$ cat src/rtl/life_fb_writer.sv
// Queues life-engine cell results into a small FIFO and drains them to the
// framebuffer one write per cycle; also sweeps a full-screen clear on request.
module life_fb_writer #(
  parameter int CORDW        = 16,
  parameter int WIDTH        = 64,
  parameter int HEIGHT       = 48,
  parameter int CIDXW        = 2,
  parameter int DEPTH        = 16,
  parameter int ONLY_CHANGED = 1
) (
  input  logic                     clk,
  input  logic                     rst,
  input  logic                     ready,
  input  logic                     alive,
  input  logic                     changed,
  input  logic signed [CORDW-1:0]  x,
  input  logic signed [CORDW-1:0]  y,
  input  logic                     clear_req,
  input  logic                     fb_busy,
  output logic                     fb_we,
  output logic signed [CORDW-1:0]  fbx,
  output logic signed [CORDW-1:0]  fby,
  output logic [CIDXW-1:0]         fb_cidx,
  output logic [$clog2(DEPTH):0]   count,
  output logic                     overflow,
  output logic                     clear_done
);

  localparam int AW = $clog2(DEPTH);
  localparam int CW = AW + 1;
  localparam int EW = 2*CORDW + CIDXW;

  typedef enum logic [1:0] {RUN, CLEAR, DONE} state_t;

  state_t           state;
  logic [EW-1:0]    mem [DEPTH];
  logic [AW-1:0]    wr_ptr, rd_ptr;
  logic [CORDW-1:0] sx, sy;
  logic             queueable, full, push, pop, sweep_last;
  logic [EW-1:0]    rd_data;

  // A clear request takes priority: no push or pop happens in that cycle.
  always_comb begin
    queueable  = ready && (changed || (ONLY_CHANGED == 0));
    full       = (count == CW'(DEPTH));
    pop        = (state == RUN) && !clear_req && (count != '0) && !fb_busy;
    push       = (state == RUN) && !clear_req && queueable && (!full || pop);
    rd_data    = mem[rd_ptr];
    sweep_last = (sx == CORDW'(WIDTH-1)) && (sy == CORDW'(HEIGHT-1));
  end

  always_ff @(posedge clk) begin
    if (push) mem[wr_ptr] <= {x, y, CIDXW'(alive)};
  end

  always_ff @(posedge clk or posedge rst) begin
    if (rst) begin
      state      <= RUN;
      count      <= '0;
      wr_ptr     <= '0;
      rd_ptr     <= '0;
      fb_we      <= 1'b0;
      fbx        <= '0;
      fby        <= '0;
      fb_cidx    <= '0;
      overflow   <= 1'b0;
      clear_done <= 1'b0;
      sx         <= '0;
      sy         <= '0;
    end else begin
      fb_we      <= 1'b0;
      clear_done <= 1'b0;
      case (state)
        RUN: begin
          if (clear_req) begin
            count    <= '0;
            wr_ptr   <= '0;
            rd_ptr   <= '0;
            overflow <= 1'b0;
            sx       <= '0;
            sy       <= '0;
            state    <= CLEAR;
          end else begin
            if (push) wr_ptr <= wr_ptr + 1'b1;
            if (pop) begin
              rd_ptr                  <= rd_ptr + 1'b1;
              fb_we                   <= 1'b1;
              {fbx, fby, fb_cidx}     <= rd_data;
            end
            case ({push, pop})
              2'b10:   count <= count + 1'b1;
              2'b01:   count <= count - 1'b1;
              default: count <= count;
            endcase
            if (queueable && !push) overflow <= 1'b1;
          end
        end
        CLEAR: begin
          if (!fb_busy) begin
            fb_we   <= 1'b1;
            fbx     <= sx;
            fby     <= sy;
            fb_cidx <= '0;
            if (sweep_last) begin
              state      <= DONE;
              clear_done <= 1'b1;
            end else if (sx == CORDW'(WIDTH-1)) begin
              sx <= '0;
              sy <= sy + 1'b1;
            end else begin
              sx <= sx + 1'b1;
            end
          end
        end
        DONE:    state <= RUN;
        default: state <= RUN;
      endcase
    end
  end

endmodule

$ cat config.mk
export PLATFORM = sky130hd
export DESIGN_NAME = life_fb_writer
export DESIGN_NICKNAME = d
export VERILOG_FILES = /design/src/rtl/life_fb_writer.sv
export SDC_FILE = /design/constraint.sdc
export NUM_CORES = 1
export LEC_CHECK = 0
export CORE_UTILIZATION = 57
export CTS_CLUSTER_SIZE = 16
export DETAILED_ROUTE_END_ITERATION = 10
export PLACE_DENSITY = 0.83
export SYNTH_ARGS = -nofsm -noshare
export SYNTH_HDL_FRONTEND = slang
export SYNTH_SLANG_ARGS = --single-unit
$ cat constraint.sdc
create_clock -name clk -period 5 [get_ports clk]
set_input_delay 1 -clock clk [delete_from_list [all_inputs] [get_ports clk]]
set_output_delay 1 -clock clk [all_outputs]
set_load 0.01 [all_outputs]
======== Word level (Yosys, flattened, before mapping) ========
Memory sizes are Yosys's and may differ from the RTL's.
Cells that the tools add are included.
word-level totals
  bits in registers ....................... 84
  bits in writable memories ............... 528
  input bits .............................. 39
  word-level logic and storage cells ...... 102
  memories kept ........................... 1
cells by class
  add/sub/neg operators ................... 6
  eq/ne operators ......................... 13
  multiplexer cells ....................... 42
  reductions and logical operators ........ 28
memories
  name  depth  bits a word  read ports  clocked after memory_dff  write ports  line  RTL
  mem   16     33           1           0                         1            36    logic [EW-1:0] mem [DEPTH];
operator list
  cell                                                   number
  two-way mux 16 bit                                     13
  one-hot mux 16 bit (2 select lines)                    4
  adder 16 x 1 -> 16 bit (second input constant)         2
  equality test 16 x 6 -> 1 bit (second input constant)  2
  two-way mux 4 bit                                      4
  != test 2 bit (second input constant)                  7
  two-way mux 2 bit                                      6
  two-way mux 1 bit                                      10
  one-hot mux 5 bit (2 select lines)                     1
  adder 4 x 1 -> 4 bit (second input constant)           2
  logical AND 1 bit                                      8
  one-hot mux 2 bit (2 select lines)                     2
  AND reduction 2 bit                                    4
  AND reduction 4 bit                                    2
  nonzero test 2 bit                                     4
  adder 5 x 1 -> 5 bit (second input constant)           1
  equality test 5 bit (second input constant)            1
  two-way mux 5 bit                                      1
  AND reduction 5 bit                                    1
  nonzero test 5 bit                                     1
  subtractor 5 x 1 -> 5 bit (second input constant)      1
  equality test 2 x 1 -> 1 bit (second input constant)   2
  zero test 1 bit                                        4
  AND reduction 3 bit                                    1
  other kinds (5)                                        5

======== Depth between registers and ports, before layout ========
  depth after elaboration ................. 10
  depth in mapped cells ................... 12

======== Least setup slack after synthesis ========
OpenSTA, ideal clock, no wires.
  path kind ............................... input -> register
  from .................................... in clear_req
  to ...................................... mem mem[1][0] in the netlist's numbering, enable pin
  setup time .............................. 0.464 ns
  arrival time ............................ 4.254 ns
  data required time ...................... 4.536 ns
  setup slack ............................. 0.282 ns
  cell stages on the path ................. 6
  buffers on the path ..................... 2
  cell sequence ........................... clkbuf_1 o21ai_0 o2111a_1 nand2b_1 clkbuf_1 nor3_1
on the way
  cells in the longest elaborated chain, start to end .. 8
  elaborated cells between the ends (all ways) .. 9
RTL lines
  element                                      line    RTL
  from (decl)                                  18      input logic clear_req,
  zero test 1 bit (*)                          46, 47
  logical AND 1 bit (*)                        46, 47
  logical AND 1 bit (2 in a row)               46      pop = (state == RUN) && !clear_req && (count != '0) && !fb_busy;
  logical OR 1 bit                             47      push = (state == RUN) && !clear_req && queueable && (!full || pop);
  logical AND 1 bit (*)                        47
  two-way mux 1 bit (*)                        53      if (push) mem[wr_ptr] <= {x, y, CIDXW'(alive)};
  two-way mux 1 bit (not written as such) (*)  53
  to (decl)                                    36
Every way passes the cells marked *; elsewhere a longest branch is shown, timed or not.

======== Worst setup path after layout ========
  from .................................... in clear_req
  to ...................................... reg count[4]
on the way
  cells in the longest elaborated chain, start to end .. 9
  elaborated cells between the ends (all ways) .. 13
RTL lines
  element                                                                          line    RTL
  zero test 1 bit                                                                  46, 47
  logical AND 1 bit                                                                46, 47
  logical AND 1 bit (2 in a row)                                                   46
  logical OR 1 bit                                                                 47
  logical AND 1 bit                                                                47
  equality test 2 x 1 -> 1 bit / equality test 2 bit (equally long branches)       90      case ({push, pop})
  one-hot mux 5 bit (2 select lines) / nonzero test 3 bit (equally long branches)  -
  two-way mux 5 bit / AND reduction 2 bit (equally long branches)                  -
  to (signal assigned)                                                             91      2'b10: count <= count + 1'b1;
  to (signal assigned)                                                             92      2'b01: count <= count - 1'b1;
  to (signal assigned)                                                             93      default: count <= count;
  to (decl)                                                                        24      output logic [$clog2(DEPTH):0] count,
Parallel ways exist; a longest one is shown, timed or not.
A chain may end at the register's enable or synchronous reset.

==> impl_metrics.csv <==
group,metric,value,unit
clock_network,hold_buffers,0,
power_and_ir_drop,p_comb_share,17.1,%
power_and_ir_drop,p_leak,8.95,nW
global_route,use_met1,36.4,%
drt,postRouteAntennaNets,0,
logic_synthesis,synth.avg_cell_area,18.7,um^2
timing,hold_viol,0,
layout,layout-area-overhead-vs-synth,14.8,%
clock_network,cts_buffers,57,
floorplan,die_y,208,um
logic_synthesis,synthTopCellsByArea,"edfxtp_1 66%, mux4_2 12%, dfrtp_1 8.6%",
layout,drive_gt1_share,21.5,%
outcome,outcome,"complete, no violations",
power_and_ir_drop,powerDensity,451,nW/um^2
clock_network,cts_sinks,611,
timing,period_share,76.0,%
logic_synthesis,ys_async_sr_fraction,13.6,%
floorplan,core_area,41300,um^2
power_and_ir_drop,seqPwrFrac,47.9,%
timing,setup_tns,0,ps
drt,vias,13179,
placement,dp.final_hpwl,33200,um
setup_path,path_class,"primary input to register",
logic_synthesis,synth_seq_cells,611,
clock_network,insertion_delay,610,ps
setup_path,path_delay_family,"compound AO/OA/AOI/OAI gates",
global_route,busiest_layer,"met2",
clock_network,post_cts_buffers,0,
power_and_ir_drop,vdd.ir_drop.worst,268,uV
setup_path,slowest_delay,690,ps
global_route,met2_usage,44.5,%
drt,first_pass_iters,5,
clock_network,cts_htree_levels,2,
global_route,grt-ovfl-total,0,
drt,totalWireLength,57500,um
setup_path,cp.required,5530,ps
setup_path,crit_path_max_fanout,16,
timing,setup_viol,0,
logic_synthesis,synthCells,1288,
setup_path,cp.arrival,4330,ps
clock_network,clockBufferDepth,3,
drt,wl_per_cell,29.2,um
clock_network,cts_tree,"done",
global_route,grt_pass1_vias,13561,
setup_path,crit_path_end_kind,"register",
global_route,grt_pass1_wl,85800,um
power_and_ir_drop,swShare,25.1,%
global_route,grtUsageTotal,27.3,%
placement,io_buffers,79,
logic_synthesis,syn-num-nets,1338,
timing,slew_headroom,17.2,%
power_and_ir_drop,internal_power,0.00934,W
clock_network,clockRootBuffer,"clkbuf_16",
drt,drc_errors,0,
floorplan,dieArea,43100,um^2
global_route,grt_max_degree,56,
logic_synthesis,ys.flop_type,"edfxtp_1",
logic_synthesis,synth_area,24100,um^2
placement,routabilityCongestion,0.848,
timing,worst_slew_pin_slew,1240,ps
logic_synthesis,synth_most_common_cell,"edfxtp_1",
logic_synthesis,ys_types,55,
job,maxCapViolCount,0,
drt,via_per_inst,6.69,
clock_network,ctsResizeCount,0,
floorplan,initial_core_util,58.4,%
timing,drv_slew,0,
floorplan,die_w,208,um
worst_hold_path,holdCritPathClass,"register to register",
power_and_ir_drop,p_clk_share,35.0,%
floorplan,num_rows,74,
setup_path,critPathBufInv,1,
setup_path,critPathLaunchType,"primary input",
timing,timing.hold.ws,511,ps
layout,layout.nets,1435,
clock_network,path_clk_slew,60,ps
logic_synthesis,synth_top_area_share,65.8,%
drt,drt_iter0_drc,1771,
timing,fin_worst_skew,23.7,ps
timing,fmax,0.263,GHz
timing,min_period,3800,ps
timing,rsz0062_at_grt,"no",
logic_synthesis,yosys-top-cells-count,"528 x edfxtp_1, 133 x mux4_2, 86 x nor2_1",
floorplan,ios,81,
global_route,antenna_found_initial,3,
logic_synthesis,yosys_warnings,0,
global_route,met3_usage,5.20,%
layout,n_fill_cell,2524,
power_and_ir_drop,power.switching,0.00312,W
logic_synthesis,synth_seq_area_share,74.4,%
setup_path,path_cells,"clkdlybuf4s50_1 -> nor4_1 -> o21a_1 -> nand2_1 -> fa_1 -> nor2b_1 -> o21ai_0 -> a211o_1 -> a2111oi_0 -> a311o_1",
logic_synthesis,yosysTopAreaCell,"edfxtp_1",
setup_path,cp_slowest_cell,"clkdlybuf4s50_1",
logic_synthesis,synth_edf_count,528,
[through the flow]
step / util, % / instance area, um^2 / setup slack (ps) / total power (W) / instances
6_report: 67.0 / 27700 / 1200 / 0.0125 / 1969
5_1_grt: 67.0 / 27600 / 1050 / 0.0128 / 1966
4_1_cts: 67.0 / 27600 / 1250 / 0.0125 / 1966
3_5_place_dp: 62.4 / 25800 / 661 / 0.00817 / 1858
3_3_place_gp: 62.4 / 25800 / 782 / 0.00811 / 1858
2_1_floorplan: - / 24100 / 282 / 0.00745 / 1288
[flip-flops by register name (all words and copies together), names as in the netlist]
name	flops
fby	16
fb_we	1
count	5
state	2
sy	16
mem	528
rd_ptr	4
wr_ptr	4
clear_done	1
fb_cidx	1
overflow	1
fbx	16
sx	16
[area by class of cell]
class	instances	area [um^2]	area share, %
flip-flops and latches	611	17900	64.9
multi-input cells	589	5930	21.5
clock buffers	74	1570	5.69
repair buffers	111	1160	4.18
well taps	532	666	2.41
clock inverters	34	322	1.16
inverters	15	57.6	0.208
diodes	3	7.51	0.0271
[cells by family after synthesis]
logic type | count (synthesis) | share of synthesized area [%]
flops | 611 | 74.4
simple gates | 201 | 4.03
compound gates | 200 | 5.14
mux | 161 | 13.7
buf+inv | 88 | 1.54
xor+xnor | 15 | 0.545
fa+ha+maj | 11 | 0.602
other cells | 1 | 0.0156
[metal layers]
metal  part of all wire, %  routed length, um  vias up
met4                   4.0               2300        0
li1                      -                  -     5438
met5                     0                  0        -
met3                    10               5860      163
met2                    50              28500      864
met1                    36              20800     6714
[worst reg2reg max path, delay by kind of cell (launching register included)]
family	cells	cell delay, ps
buffers and inverters	1	90
DFF	1	420
AOI/OAI and AO/OA	5	1410
and+or+nand+nor	3	870
adders and majority gates	1	330
[power by group through the flow]
stage / clock [W] / sequential (W) / combinational [W]
global placement: 0 / 0.00607 / 0.00204
CTS: 0.00441 / 0.00598 / 0.00214
floorplan: 0 / 0.00588 / 0.00158
detailed placement: 0 / 0.00607 / 0.00209
global route: 0.00459 / 0.00600 / 0.00225
finish: 0.00436 / 0.00597 / 0.00213
[cell usage in the layout, fill, tap and decap left out, types with 8 or more instances in the layout]
cell / n
clkinv_2: 16
a21oi_1: 78
nor2_4: 14
nand2_1: 33
nor4_1: 9
o31ai_1: 9
nand3_1: 14
inv_1: 14
o21ai_0: 17
buf_12: 10
dfrtp_1: 80
edfxtp_1: 528
xor2_1: 8
clkinv_1: 9
clkdlybuf4s50_1: 79
clkbuf_1: 11
mux4_2: 133
or4_1: 8
nand4_1: 12
nor2_1: 71
o22ai_1: 27
buf_4: 22
mux2_2: 24
ha_1: 10
a31oi_1: 10
clkbuf_16: 59
a22oi_1: 40
[path summary, 6_finish.rpt]
path                                       from              endpoint  slack [ps]  depth (start not counted)
max in group asynchronous                   rst    fby[8]$_DFFE_PP0P_        3100                          3
min in group asynchronous                   rst    fby[5]$_DFFE_PP0P_         910                          2
max                                   clear_req  count[4]$_DFFE_PP0P_        1200                         10
min                        overflow$_DFFE_PP0P_  overflow$_DFFE_PP0P_         510                          2
min reg2reg                overflow$_DFFE_PP0P_  overflow$_DFFE_PP0P_         510                          2
max reg2reg                count[1]$_DFFE_PP0P_  count[4]$_DFFE_PP0P_        1810                         10
Note: power is estimated with default switching activity, not from simulation.
